## src/rtl/fc_pkg.sv

```systemverilog
// fc_pkg: shared types and helpers for the fc_par_stream block.
//   fc_state_e : controller state encoding (WLOAD, LOAD_X, COMPUTE, OUTPUT)
//   sat_hi/lo  : signed saturation bounds for a given data width t
//   sat_clamp  : clamp a 64-bit signed value into the t-bit signed range
package fc_pkg;

  typedef enum logic [1:0] {
    ST_WLOAD   = 2'd0,
    ST_LOAD_X  = 2'd1,
    ST_COMPUTE = 2'd2,
    ST_OUTPUT  = 2'd3
  } fc_state_e;

  // Largest value representable in a t-bit two's-complement word.
  function automatic logic signed [63:0] sat_hi(input int unsigned t);
    return (64'sd1 <<< (t - 32'd1)) - 64'sd1;
  endfunction

  // Smallest value representable in a t-bit two's-complement word.
  function automatic logic signed [63:0] sat_lo(input int unsigned t);
    return -(64'sd1 <<< (t - 32'd1));
  endfunction

  // Clamp into the t-bit signed range; callers keep the low t bits.
  function automatic logic signed [63:0] sat_clamp(input logic signed [63:0] v,
                                                   input int unsigned t);
    logic signed [63:0] r;
    if (v > sat_hi(t)) begin
      r = sat_hi(t);
    end else if (v < sat_lo(t)) begin
      r = sat_lo(t);
    end else begin
      r = v;
    end
    return r;
  endfunction

endpackage

```

## src/rtl/fc_par_stream_if.sv

```systemverilog
// fc_par_stream_if: the three handshake channels of fc_par_stream plus the
// weight-reload request.
//   w_valid/w_ready/w_data                : weight stream, row-major
//   input_valid/input_ready/input_data    : x vector elements
//   output_valid/output_ready/output_data : y results, row order
//   reload_w                              : request a new weight load
// Modports: master = traffic source/sink (bench or upstream), slave = the block.
interface fc_par_stream_if #(
  parameter int T = 12
) ();

  logic                w_valid;
  logic                w_ready;
  logic signed [T-1:0] w_data;
  logic                input_valid;
  logic                input_ready;
  logic signed [T-1:0] input_data;
  logic                output_valid;
  logic                output_ready;
  logic signed [T-1:0] output_data;
  logic                reload_w;

  modport master (
    output w_valid, w_data, input_valid, input_data, output_ready, reload_w,
    input  w_ready, input_ready, output_valid, output_data
  );

  modport slave (
    input  w_valid, w_data, input_valid, input_data, output_ready, reload_w,
    output w_ready, input_ready, output_valid, output_data
  );

endinterface

```

## src/rtl/fc_mac_lane.sv

```systemverilog
// fc_mac_lane: one multiply-accumulate lane.
//   clk, reset : clock, synchronous active-high reset
//   clear      : zero the accumulator (takes priority over accumulation)
//   in_valid   : a/b carry a valid operand pair this cycle
//   a, b       : signed T-bit operands
//   acc        : saturated T-bit accumulator
// The product is registered (one cycle), then added into the accumulator
// on the following edge; both the product and the sum saturate to T bits.
module fc_mac_lane
  import fc_pkg::*;
#(
  parameter int T = 12
) (
  input  logic                clk,
  input  logic                reset,
  input  logic                clear,
  input  logic                in_valid,
  input  logic signed [T-1:0] a,
  input  logic signed [T-1:0] b,
  output logic signed [T-1:0] acc
);

  logic signed [2*T-1:0] prod_full_s;
  logic signed [63:0]    prod_sat_s;
  logic signed [63:0]    sum_sat_s;
  logic signed [T-1:0]   prod_r;
  logic                  prod_v_r;
  logic signed [T-1:0]   acc_r;

  // Full-width product and saturated product/sum.
  always_comb begin
    prod_full_s = (2*T)'(a) * (2*T)'(b);
    prod_sat_s  = sat_clamp(64'(prod_full_s), T);
    sum_sat_s   = sat_clamp(64'(acc_r) + 64'(prod_r), T);
  end

  // Product register and saturating accumulator.
  always_ff @(posedge clk) begin
    if (reset) begin
      prod_r   <= {T{1'b0}};
      prod_v_r <= 1'b0;
      acc_r    <= {T{1'b0}};
    end else begin
      prod_v_r <= in_valid;
      if (in_valid) begin
        prod_r <= prod_sat_s[T-1:0];
      end
      if (clear) begin
        acc_r <= {T{1'b0}};
      end else if (prod_v_r) begin
        acc_r <= sum_sat_s[T-1:0];
      end
    end
  end

  assign acc = acc_r;

endmodule

```

## src/rtl/fc_par_stream.sv

```systemverilog
// fc_par_stream: streaming fully-connected layer y = W*x with P parallel lanes.
//   clk   : clock, rising edge
//   reset : synchronous, active-high
//   bus   : fc_par_stream_if.slave (weights in, x elements in, y out, reload_w)
// Parameters: M rows, N columns, T signed data width, P lanes (M % P == 0).
// Optional build macro FC_PAR_STREAM_RELU_EN: clamp negative results to 0.
// Weights for row r live in lane bank r%P at address (r/P)*N + c. Each group
// of P rows is computed in N read cycles; the memory read and product stage
// add two cycles, so the first result of a group is presented N+3 cycles
// after COMPUTE is entered.
module fc_par_stream
  import fc_pkg::*;
#(
  parameter int M = 4,
  parameter int N = 4,
  parameter int T = 12,
  parameter int P = 2
) (
  input  logic            clk,
  input  logic            reset,
  fc_par_stream_if.slave  bus
);

  localparam int GROUPS = M / P;
  localparam int DEPTH  = GROUPS * N;
  localparam int AW     = (DEPTH > 1)  ? $clog2(DEPTH)  : 1;
  localparam int XW     = (N > 1)      ? $clog2(N)      : 1;
  localparam int GW     = (GROUPS > 1) ? $clog2(GROUPS) : 1;
  localparam int PW     = (P > 1)      ? $clog2(P)      : 1;
  localparam int CW     = $clog2(N + 3) + 1;

  if ((M % P) != 0) begin : g_bad_lane_count
    $error("fc_par_stream: M must be a multiple of P");
  end

  fc_state_e           state_r;
  logic [XW-1:0]       w_col_r;
  logic [PW-1:0]       w_bank_r;
  logic [GW-1:0]       w_grp_r;
  logic [XW-1:0]       x_cnt_r;
  logic [GW-1:0]       grp_r;
  logic [CW-1:0]       cyc_r;
  logic [PW-1:0]       out_lane_r;
  logic                out_valid_r;
  logic signed [T-1:0] out_data_r;

  logic signed [T-1:0] wmem [P][2**AW];
  logic signed [T-1:0] xmem [2**XW];
  logic signed [T-1:0] rd_q [P];
  logic signed [T-1:0] x_q;
  logic                rd_q_v_r;
  logic signed [T-1:0] acc_s [P];

  logic                w_ready_s;
  logic                input_ready_s;
  logic                reload_s;
  logic                w_fire_s;
  logic                x_fire_s;
  logic                o_fire_s;
  logic                rd_v_s;
  logic                clear_s;
  logic [AW-1:0]       w_addr_s;
  logic [AW-1:0]       rd_addr_s;
  logic [PW-1:0]       nxt_lane_s;

  // Result formatting: optional rectification of the saturated accumulator.
  function automatic logic signed [T-1:0] out_val(input logic signed [T-1:0] a);
`ifdef FC_PAR_STREAM_RELU_EN
    return a[T-1] ? {T{1'b0}} : a;
`else
    return a;
`endif
  endfunction

  // A reload request only counts before any element of the vector is taken,
  // and it blocks the element offered in the same cycle.
  assign reload_s      = (state_r == ST_LOAD_X) && (x_cnt_r == XW'(0)) && bus.reload_w;
  assign w_ready_s     = (state_r == ST_WLOAD) && !reset;
  assign input_ready_s = (state_r == ST_LOAD_X) && !reload_s && !reset;
  assign w_fire_s      = bus.w_valid && w_ready_s;
  assign x_fire_s      = bus.input_valid && input_ready_s;
  assign o_fire_s      = out_valid_r && bus.output_ready;
  assign rd_v_s        = (state_r == ST_COMPUTE) && (cyc_r < CW'(N));
  assign clear_s       = (state_r == ST_COMPUTE) && (cyc_r == CW'(0));
  assign w_addr_s      = AW'(w_grp_r) * AW'(N) + AW'(w_col_r);
  assign rd_addr_s     = AW'(grp_r) * AW'(N) + AW'(cyc_r);
  assign nxt_lane_s    = out_lane_r + PW'(1);

  assign bus.w_ready      = w_ready_s;
  assign bus.input_ready  = input_ready_s;
  assign bus.output_valid = out_valid_r;
  assign bus.output_data  = out_data_r;

  // Weight and x storage with registered reads (contents undefined after reset).
  always_ff @(posedge clk) begin
    if (w_fire_s) begin
      wmem[w_bank_r][w_addr_s] <= bus.w_data;
    end
    if (x_fire_s) begin
      xmem[x_cnt_r] <= bus.input_data;
    end
    for (int p = 0; p < P; p++) begin
      rd_q[p] <= wmem[p][rd_addr_s];
    end
    x_q <= xmem[XW'(cyc_r)];
  end

  // Valid flag travelling alongside the registered memory read.
  always_ff @(posedge clk) begin
    if (reset) begin
      rd_q_v_r <= 1'b0;
    end else begin
      rd_q_v_r <= rd_v_s;
    end
  end

  for (genvar p = 0; p < P; p++) begin : g_lane
    fc_mac_lane #(.T(T)) u_lane (
      .clk      (clk),
      .reset    (reset),
      .clear    (clear_s),
      .in_valid (rd_q_v_r),
      .a        (rd_q[p]),
      .b        (x_q),
      .acc      (acc_s[p])
    );
  end

  // Controller: state, counters and the registered result channel.
  always_ff @(posedge clk) begin
    if (reset) begin
      state_r     <= ST_WLOAD;
      w_col_r     <= XW'(0);
      w_bank_r    <= PW'(0);
      w_grp_r     <= GW'(0);
      x_cnt_r     <= XW'(0);
      grp_r       <= GW'(0);
      cyc_r       <= CW'(0);
      out_lane_r  <= PW'(0);
      out_valid_r <= 1'b0;
      out_data_r  <= {T{1'b0}};
    end else begin
      case (state_r)
        ST_WLOAD: begin
          if (w_fire_s) begin
            if (w_col_r == XW'(N - 1)) begin
              w_col_r <= XW'(0);
              if (w_bank_r == PW'(P - 1)) begin
                w_bank_r <= PW'(0);
                if (w_grp_r == GW'(GROUPS - 1)) begin
                  w_grp_r <= GW'(0);
                  x_cnt_r <= XW'(0);
                  state_r <= ST_LOAD_X;
                end else begin
                  w_grp_r <= w_grp_r + GW'(1);
                end
              end else begin
                w_bank_r <= w_bank_r + PW'(1);
              end
            end else begin
              w_col_r <= w_col_r + XW'(1);
            end
          end
        end
        ST_LOAD_X: begin
          if (reload_s) begin
            w_col_r  <= XW'(0);
            w_bank_r <= PW'(0);
            w_grp_r  <= GW'(0);
            state_r  <= ST_WLOAD;
          end else if (x_fire_s) begin
            if (x_cnt_r == XW'(N - 1)) begin
              x_cnt_r <= XW'(0);
              grp_r   <= GW'(0);
              cyc_r   <= CW'(0);
              state_r <= ST_COMPUTE;
            end else begin
              x_cnt_r <= x_cnt_r + XW'(1);
            end
          end
        end
        ST_COMPUTE: begin
          // The last product lands in the accumulators during cycle N+2.
          if (cyc_r == CW'(N + 2)) begin
            cyc_r       <= CW'(0);
            out_lane_r  <= PW'(0);
            out_valid_r <= 1'b1;
            out_data_r  <= out_val(acc_s[0]);
            state_r     <= ST_OUTPUT;
          end else begin
            cyc_r <= cyc_r + CW'(1);
          end
        end
        ST_OUTPUT: begin
          if (o_fire_s) begin
            if (out_lane_r == PW'(P - 1)) begin
              out_valid_r <= 1'b0;
              out_lane_r  <= PW'(0);
              cyc_r       <= CW'(0);
              if (grp_r == GW'(GROUPS - 1)) begin
                grp_r   <= GW'(0);
                x_cnt_r <= XW'(0);
                state_r <= ST_LOAD_X;
              end else begin
                grp_r   <= grp_r + GW'(1);
                state_r <= ST_COMPUTE;
              end
            end else begin
              out_lane_r <= nxt_lane_s;
              out_data_r <= out_val(acc_s[nxt_lane_s]);
            end
          end
        end
        default: begin
          state_r <= ST_WLOAD;
        end
      endcase
    end
  end

endmodule

```

## src/flat_wrapper.sv

```systemverilog
// flat-port wrapper written by rule: the top's interface ports become plain ports
module fc_par_stream_flat import fc_pkg::*;
#(
  parameter int M = 4,
  parameter int N = 4,
  parameter int T = 12,
  parameter int P = 2
)
  (clk, reset, bus_w_valid, bus_w_data, bus_input_valid, bus_input_data, bus_output_ready, bus_reload_w, bus_w_ready, bus_input_ready, bus_output_valid, bus_output_data);
  fc_par_stream_if #(.T(T)) bus_i ();
  input  logic clk;
  input  logic reset;
  input wire logic [$bits(bus_i.w_valid)-1:0] bus_w_valid;
  input wire logic [$bits(bus_i.w_data)-1:0] bus_w_data;
  input wire logic [$bits(bus_i.input_valid)-1:0] bus_input_valid;
  input wire logic [$bits(bus_i.input_data)-1:0] bus_input_data;
  input wire logic [$bits(bus_i.output_ready)-1:0] bus_output_ready;
  input wire logic [$bits(bus_i.reload_w)-1:0] bus_reload_w;
  output wire logic [$bits(bus_i.w_ready)-1:0] bus_w_ready;
  output wire logic [$bits(bus_i.input_ready)-1:0] bus_input_ready;
  output wire logic [$bits(bus_i.output_valid)-1:0] bus_output_valid;
  output wire logic [$bits(bus_i.output_data)-1:0] bus_output_data;
  assign bus_i.w_valid = bus_w_valid;
  assign bus_i.w_data = bus_w_data;
  assign bus_i.input_valid = bus_input_valid;
  assign bus_i.input_data = bus_input_data;
  assign bus_i.output_ready = bus_output_ready;
  assign bus_i.reload_w = bus_reload_w;
  assign bus_w_ready = bus_i.w_ready;
  assign bus_input_ready = bus_i.input_ready;
  assign bus_output_valid = bus_i.output_valid;
  assign bus_output_data = bus_i.output_data;
  fc_par_stream #(.M(M), .N(N), .T(T), .P(P)) u_core (.clk(clk), .reset(reset), .bus(bus_i));
endmodule
```

## config.mk

```make
export PLATFORM = sky130hd
export DESIGN_NAME = fc_par_stream_flat
export DESIGN_NICKNAME = d
export VERILOG_FILES = /design/src/rtl/fc_pkg.sv /design/src/rtl/fc_par_stream_if.sv /design/src/rtl/fc_mac_lane.sv /design/src/rtl/fc_par_stream.sv /design/src/flat_wrapper.sv
export SDC_FILE = /design/constraint.sdc
export NUM_CORES = 1
export LEC_CHECK = 0
export CAP_MARGIN = 10
export CORE_MARGIN = 3
export CORE_UTILIZATION = 45
export CTS_BUF_LIST = sky130_fd_sc_hd__clkbuf_8
export CTS_CLUSTER_SIZE = 16
export DETAILED_ROUTE_END_ITERATION = 16
export MAX_ROUTING_LAYER = met4
export PLACE_DENSITY = 0.68
export RECOVER_POWER = 25
export SYNTH_ARGS = -nofsm -noshare
export SYNTH_HDL_FRONTEND = slang
export SYNTH_SLANG_ARGS = --single-unit
```

## constraint.sdc

```tcl
create_clock -name clk -period 18 [get_ports clk]
set_input_delay 1.8 -clock clk [delete_from_list [all_inputs] [get_ports clk]]
set_output_delay 1.8 -clock clk [all_outputs]
set_load 0.1 [all_outputs]
```

==> results.toml, run 1 <==
[finish]
final_common_cell = "inv_1"
fin_cells = 3096
layout_common_cells = "382 x inv_1, 278 x fa_1, 240 x nand2_1, 240 x edfxtp_1, 147 x nor2_1"
drive_above_1_share_pct = 9.37
design_area_um2 = 27800
nets = 2741
fill_cells = 4844
insertedDiodeCount = 0
area_delta_synth_final_pct = 9.57

[synthesis]
synth-main-ff-cell = "edfxtp_1"
synth_nets = 2707
async_flop_share_pct = 0
synth_seq_cells = 353
synth_cell_types = 78
synth.avg_cell_area_um2 = 11.2
synth-edff-count = 240
netlist_area_um2 = 25300
yosysSeqAreaShare_pct = 37.4
synth_cells = 2268
ys_warn_count = 0

[routing]
avgViaCountPerCell = 5.30
wirelength_um = 56300
post_drt_wl_per_cell_um = 18.2
vias = 16400
drtIter0Drc = 1006
first_pass_iters = 7
antenna_violating_nets_post_route = 0
drc_errors = 0

[worst_setup_path]
reg2reg_from = "u_core.x_q[0]$_DFF_P_"
slowest_delay_ps = 1000
cp_slowest_cell = "dfxtp_1"
arrival_ps = 7960
crit_start = "u_core.x_q[0]$_DFF_P_"
reg2regPathDepth = 20
path_buf_inv = 4
crit_type = "register to register"
cp_num_cells = 20
r2r_slack_ps = 10580
endpoint = "u_core.g_lane[1].u_lane.prod_r[10]$_SDFFE_PP0P_"
startpoint_type = "register"
critPathRequiredTime_ps = 18540
r2r-end = "u_core.g_lane[1].u_lane.prod_r[10]$_SDFFE_PP0P_"
critPathMaxFanout = 24
cp_top_family = "adder cells"
crit_path_cell_trace = "and2_1 -> fa_1 -> ha_1 -> inv_1 -> fa_1 -> inv_1 -> fa_1 -> inv_1 -> fa_1 -> inv_1 -> ha_1 -> nand2_1 -> or4_1 -> o221ai_1 -> a311o_2 -> o21ai_1 -> xnor2_1 -> a41oi_1 -> a21oi_1 -> a211oi_1"
critPathCaptureType = "register"

[sta]
slew_headroom_pct = -176
max_freq_ghz = 0.135
fin_skew_ps = 69.0
tns_ps = 0
slew_viol_final = 70
fin_crit_sh_pct = 41.2
fin_ws_ps = 10580
tightest_slew_ps = 4150
finalHoldViolations = 0
rsz0062_at_grt = "no"
finalSetupViolations = 0
min_period_ps = 7420

[clocking]
clk_path_buf_depth = 3
cts_resized = 0
htree_levels = 2
cts_setup_buffers = 0
cts_hold_buf = 0
cts_tree = "done"
cts.clk_slew.worst_paths_ps = 70
clk_latency_ps = 680
clockRootBuffer = "clkbuf_8"
clock_sinks = 353
cts_inserted_buffers = 56

[status]
outcome = "complete, but fails checks"
violations = "max-capacitance violations, max-slew violations"

[global_routing]
grt_start_max_net_pins = 70
grt_busiest_layer = "met2"
grt_util_met1_pct = 25.8
gr-total-overflow = 0
grt_pass1_wl_um = 92900
grtUsageTotal_pct = 20.2
gr-usage-met2_pct = 33.2
grt_pass1_vias = 17600
antenna_found_initial = 0
grt_use_met3_pct = 3.31

[placement]
gp_congestion = 0.878
dp_slack_ps = 10500
io_buffer_count = 44
place_inst = 2992
dp_hpwl_um = 41200
placed_area_um2 = 26600

[power]
powerDensity_nw_per_um2 = 82.4
p_leak_nw = 11.7
ir_worst_vdd_v = 0.000105

[run]
max_cap_violations = 1

[die]
io_pins = 45
start_util_pct = 45.7
coreArea_um2 = 55400
rows = 86
die_h_um = 243
fp.dieArea_um2 = 59200
dieWidth_um = 243

[worst_hold_path]
whs_path_depth = 2
hp-class = "register to register"
[state kept, by name, summed over array words and instances (netlist names), 2 cells and up]
register / count
u_core.g_lane.u_lane.prod_r: 24
u_core.x_q: 12
u_core.bus.output_data: 12
u_core.cyc_r: 4
u_core.g_lane.u_lane.acc: 24
u_core.w_col_r: 2
u_core.wmem: 192
u_core.xmem: 48
u_core.rd_q: 24
u_core.x_cnt_r: 2
u_core.state_r: 2
[layout make-up]
| type | instances | area [µm²] | share of cell area (%) |
|---|---|---|---|
| Sequential cell | 353 | 9470 | 34.1 |
| Clock inverter | 33 | 213 | 0.766 |
| Clock buffer | 71 | 977 | 3.52 |
| Multi-Input combinational cell | 1454 | 14100 | 50.9 |
| Tap cell | 748 | 936 | 3.37 |
| Inverter | 363 | 1360 | 4.91 |
| Timing Repair Buffer | 74 | 662 | 2.38 |
[synth_stat cells (all sizes together) (10+ instances only)]
cell	number	area (µm²)
ha	131	1640
a311oi	11	96.3
nor3	30	150
dfxtp	113	2260
fa	278	5570
nand2b	24	150
mux4	60	1350
and2	92	577
o21ai	67	335
a21o	15	115
nor2	147	552
mux2	24	270
xnor2	45	394
inv	362	1360
nand3	23	120
edfxtp	240	7210
clkbuf	87	330
a21oi	88	440
xor2	21	191
buf	10	55.1
a211oi	18	140
nand2	242	913
mux2i	16	160
[cells by family (layout without fill, tap and decap cells)]
kind of cell               after synthesis  count (layout)  share of synthesized area, %
and+or+nand+nor                        617             617                          11.3
buffers and inverters                  461             541                          6.93
adders and majority gates              411             411                          28.5
DFF                                    353             353                          37.4
AOI/OAI and AO/OA                      260             260                          6.52
muxes                                  100             100                          7.03
xor gates and xnor gates                66              66                          2.31
[worst min path at each step]
| stage | slack (ps) | endpoint | from |
|---|---|---|---|
| 2_1_floorplan | 430 | u_core.g_lane[1].u_lane.prod_r[4]$_SDFFE_PP0P_ | u_core.g_lane[1].u_lane.prod_r[4]$_SDFFE_PP0P_ |
| 3_3_place_gp | 460 | u_core.g_lane[0].u_lane.prod_r[2]$_SDFFE_PP0P_ | u_core.g_lane[0].u_lane.prod_r[2]$_SDFFE_PP0P_ |
| 3_5_place_dp | 470 | u_core.g_lane[0].u_lane.prod_r[2]$_SDFFE_PP0P_ | u_core.g_lane[0].u_lane.prod_r[2]$_SDFFE_PP0P_ |
| 4_1_cts | 480 | u_core.g_lane[1].u_lane.prod_r[4]$_SDFFE_PP0P_ | u_core.g_lane[1].u_lane.prod_r[4]$_SDFFE_PP0P_ |
| 5_1_grt | 500 | u_core.g_lane[0].u_lane.prod_r[2]$_SDFFE_PP0P_ | u_core.g_lane[0].u_lane.prod_r[2]$_SDFFE_PP0P_ |
| 6_report | 480 | u_core.g_lane[1].u_lane.prod_r[3]$_SDFFE_PP0P_ | u_core.g_lane[1].u_lane.prod_r[3]$_SDFFE_PP0P_ |
[worst register-to-register path: stages (launching register included)]
cell and delay (ps):
dfxtp_1 1000, and2_1 370, fa_1 480, ha_1 600
inv_1 180, fa_1 560, inv_1 50, fa_1 470
inv_1 50, fa_1 520, inv_1 40, ha_1 410
nand2_1 130, or4_1 400, o221ai_1 230, a311o_2 260
o21ai_1 100, xnor2_1 210, a41oi_1 890, a21oi_1 110
a211oi_1 280
[where the power goes]
group / internal (mW) / total, mW / switching, mW
Combinational: 0.270 / 0.697 / 0.427
Clock: 0.386 / 0.715 / 0.329
Sequential: 0.869 / 0.875 / 0.00677
[metrics by stage]
step	util, %	total power [mW]	hold slack [ps]
after floorplan	-	1.41	431
after global placement	48.0	1.56	461
after detailed placement	48.0	1.57	471
after CTS	50.1	2.29	482
after global routing	50.1	2.42	496
final	50.1	2.29	476
[per-layer routing]
| metal | vias up | wire length [µm] |
|---|---|---|
| li1 | 7578 | - |
| met3 | 112 | 2860 |
| met1 | 8295 | 24100 |
| met2 | 433 | 27600 |
| met5 | - | 0 |
| met4 | 0 | 1710 |
Note: power is estimated with default switching activity, not from simulation.
==> inputs of run 2 (changes only) <==
--- a/config.mk
+++ b/config.mk
@@ -12,7 +12,7 @@
 export CTS_CLUSTER_SIZE = 16
 export DETAILED_ROUTE_END_ITERATION = 16
 export MAX_ROUTING_LAYER = met4
-export PLACE_DENSITY = 0.68
+export PLACE_DENSITY = 0.7
 export RECOVER_POWER = 25
 export SYNTH_ARGS = -nofsm -noshare
 export SYNTH_HDL_FRONTEND = slang
==> constraint.sdc (replaced) <==
create_clock -name clk -period 6.45 [get_ports clk]
set_input_delay 0.645 -clock clk [delete_from_list [all_inputs] [get_ports clk]]
set_output_delay 0.645 -clock clk [all_outputs]
set_load 0.1 [all_outputs]
==> results.toml, run 2 (synthesis results as in run 1) <==
[status]
outcome = "completed"

[die]
fp.dieArea_um2 = 59200
die_h_um = 243
io_pins = 45
coreArea_um2 = 55400
rows = 86
dieWidth_um = 243
start_util_pct = 45.7

[finish]
area_delta_synth_final_pct = 10.8
drive_above_1_share_pct = 12.0
nets = 2779
largest_register_ffs = 192
fill_cells = 4798
layout_common_cells = "385 x inv_1, 277 x fa_1, 240 x nand2_1, 240 x edfxtp_1, 144 x nor2_1"
design_area_um2 = 28100
fin_cells = 3137
postLayoutCoreUtil_pct = 50.7
final_common_cell = "inv_1"
largestRegisters = "u_core.wmem (192), u_core.xmem (48)"
regMostFlops = "u_core.wmem"

[global_routing]
grt_pass1_wl_um = 91500
antenna_found_initial = 1
gr-total-overflow = 0
grt_pass1_vias = 17600
grtUsageTotal_pct = 19.9
grt_start_max_net_pins = 57

[sta]
finalHoldViolations = 0
fin_crit_sh_pct = 95.9
tightest_slew_ps = 1050
finalSetupViolations = 0
slew_viol_final = 0
slew_headroom_pct = 29.8
max_freq_ghz = 0.162
hold_slack_ps = 475
fin_skew_ps = 42.3
min_period_ps = 6180

[worst_setup_path]
arrival_ps = 6690
crit_top_cell = "inv_1"
startpoint_type = "register"
critPathRequiredTime_ps = 6950
cp_slowest_cell = "dfxtp_1"
slowest_delay_ps = 570
cp_top_family = "adder cells"
path_buf_inv = 7
critPathMaxFanout = 11
critPathCaptureType = "register"
crit_path_cell_trace = "buf_4 -> nand2_1 -> fa_1 -> inv_1 -> ha_1 -> inv_1 -> fa_1 -> inv_1 -> ha_1 -> inv_1 -> fa_1 -> inv_1 -> fa_1 -> a211oi_1 -> o211a_1 -> o221ai_2 -> a311o_2 -> xor2_2 -> nor4b_1 -> a41oi_1 -> buf_4 -> a21oi_1 -> a211oi_1"
crit_type = "register to register"

[placement]
dp_hpwl_um = 41900
io_buffer_count = 44
gp_congestion = 0.884
place_inst = 3023
placed_area_um2 = 26800

[routing]
drc_errors = 0
wirelength_um = 55800
avgViaCountPerCell = 5.33
drtIter0Drc = 1141
post_drt_wl_per_cell_um = 17.8
first_pass_iters = 5
antenna_violating_nets_post_route = 0
vias = 16700

[clocking]
htree_levels = 2
clock_sinks = 353
cts_hold_buf = 0
cts_inserted_buffers = 57
clockRootBuffer = "clkbuf_8"
clk_path_buf_depth = 3
clk_latency_ps = 680
cts.clk_slew.worst_paths_ps = 70
cts_tree = "done"

[power]
power.total_mw = 6.31
powerDensity_nw_per_um2 = 225
ir_worst_vdd_v = 0.000246
p_leak_nw = 11.9

[worst_hold_path]
hp-class = "register to register"

[run]
max_cap_violations = 0
[run 2: repair_timing]
action,in CTS,in global routing
endpoints found under the setup margin,0,22
setup buffers,0,5
resized for setup,0,40
[run 2: power by group]
group	internal, mW	total (mW)	switching [mW]
Sequential	2.42	2.44	0.0153
Clock	0.938	1.87	0.933
Combinational	0.812	2.00	1.19
[run 2: metal layers]
layer | global-route usage [%] | wire length, µm | vias up
li1 | - | - | 7667
met5 | - | 0 | -
met3 | 2.85 | 3020 | 101
met2 | 33.0 | 27800 | 472
met1 | 25.4 | 23500 | 8474
met4 | 6.15 | 1450 | 0
[run 2: tightest hold or removal path, stage by stage (launching register included)]
cell	delay [ps]
dfxtp_1	340
nand2_1	50
o21ai_0	60
[run 2: per-stage QoR]
| step | TNS (ps) | setup slack [ps] |
|---|---|---|
| after floorplan | 0 | 381 |
| after global placement | 0 | 228 |
| after detailed placement | 0 | 66.3 |
| after CTS | 0 | 21.4 |
| after global routing | -38.7 | -15.8 |
| final | 0 | 267 |
[run 2: final timing paths]
check                                                       from                                              to  slack, ps  depth (start not counted)
setup / recovery                           u_core.x_q[2]$_DFF_P_  u_core.g_lane[1].u_lane.prod_r[8]$_SDFFE_PP0P_        270                         23
hold / removal    u_core.g_lane[0].u_lane.prod_r[4]$_SDFFE_PP0P_  u_core.g_lane[0].u_lane.prod_r[4]$_SDFFE_PP0P_        480                          2
setup reg to reg                           u_core.x_q[2]$_DFF_P_  u_core.g_lane[1].u_lane.prod_r[8]$_SDFFE_PP0P_        270                         23
hold reg to reg   u_core.g_lane[0].u_lane.prod_r[4]$_SDFFE_PP0P_  u_core.g_lane[0].u_lane.prod_r[4]$_SDFFE_PP0P_        480                          2
[run 2: layout make-up]
class	instances	area [µm²]	share of cell area (%)
Antenna cell	1	2.50	0.00891
Clock buffer	58	798	2.84
Clock inverter	49	310	1.11
Inverter	363	1370	4.87
Multi-Input combinational cell	1454	14200	50.6
Sequential cell	353	9490	33.8
Tap cell	748	936	3.33
Timing Repair Buffer	110	963	3.43
Timing Repair inverter	1	7.51	0.0267
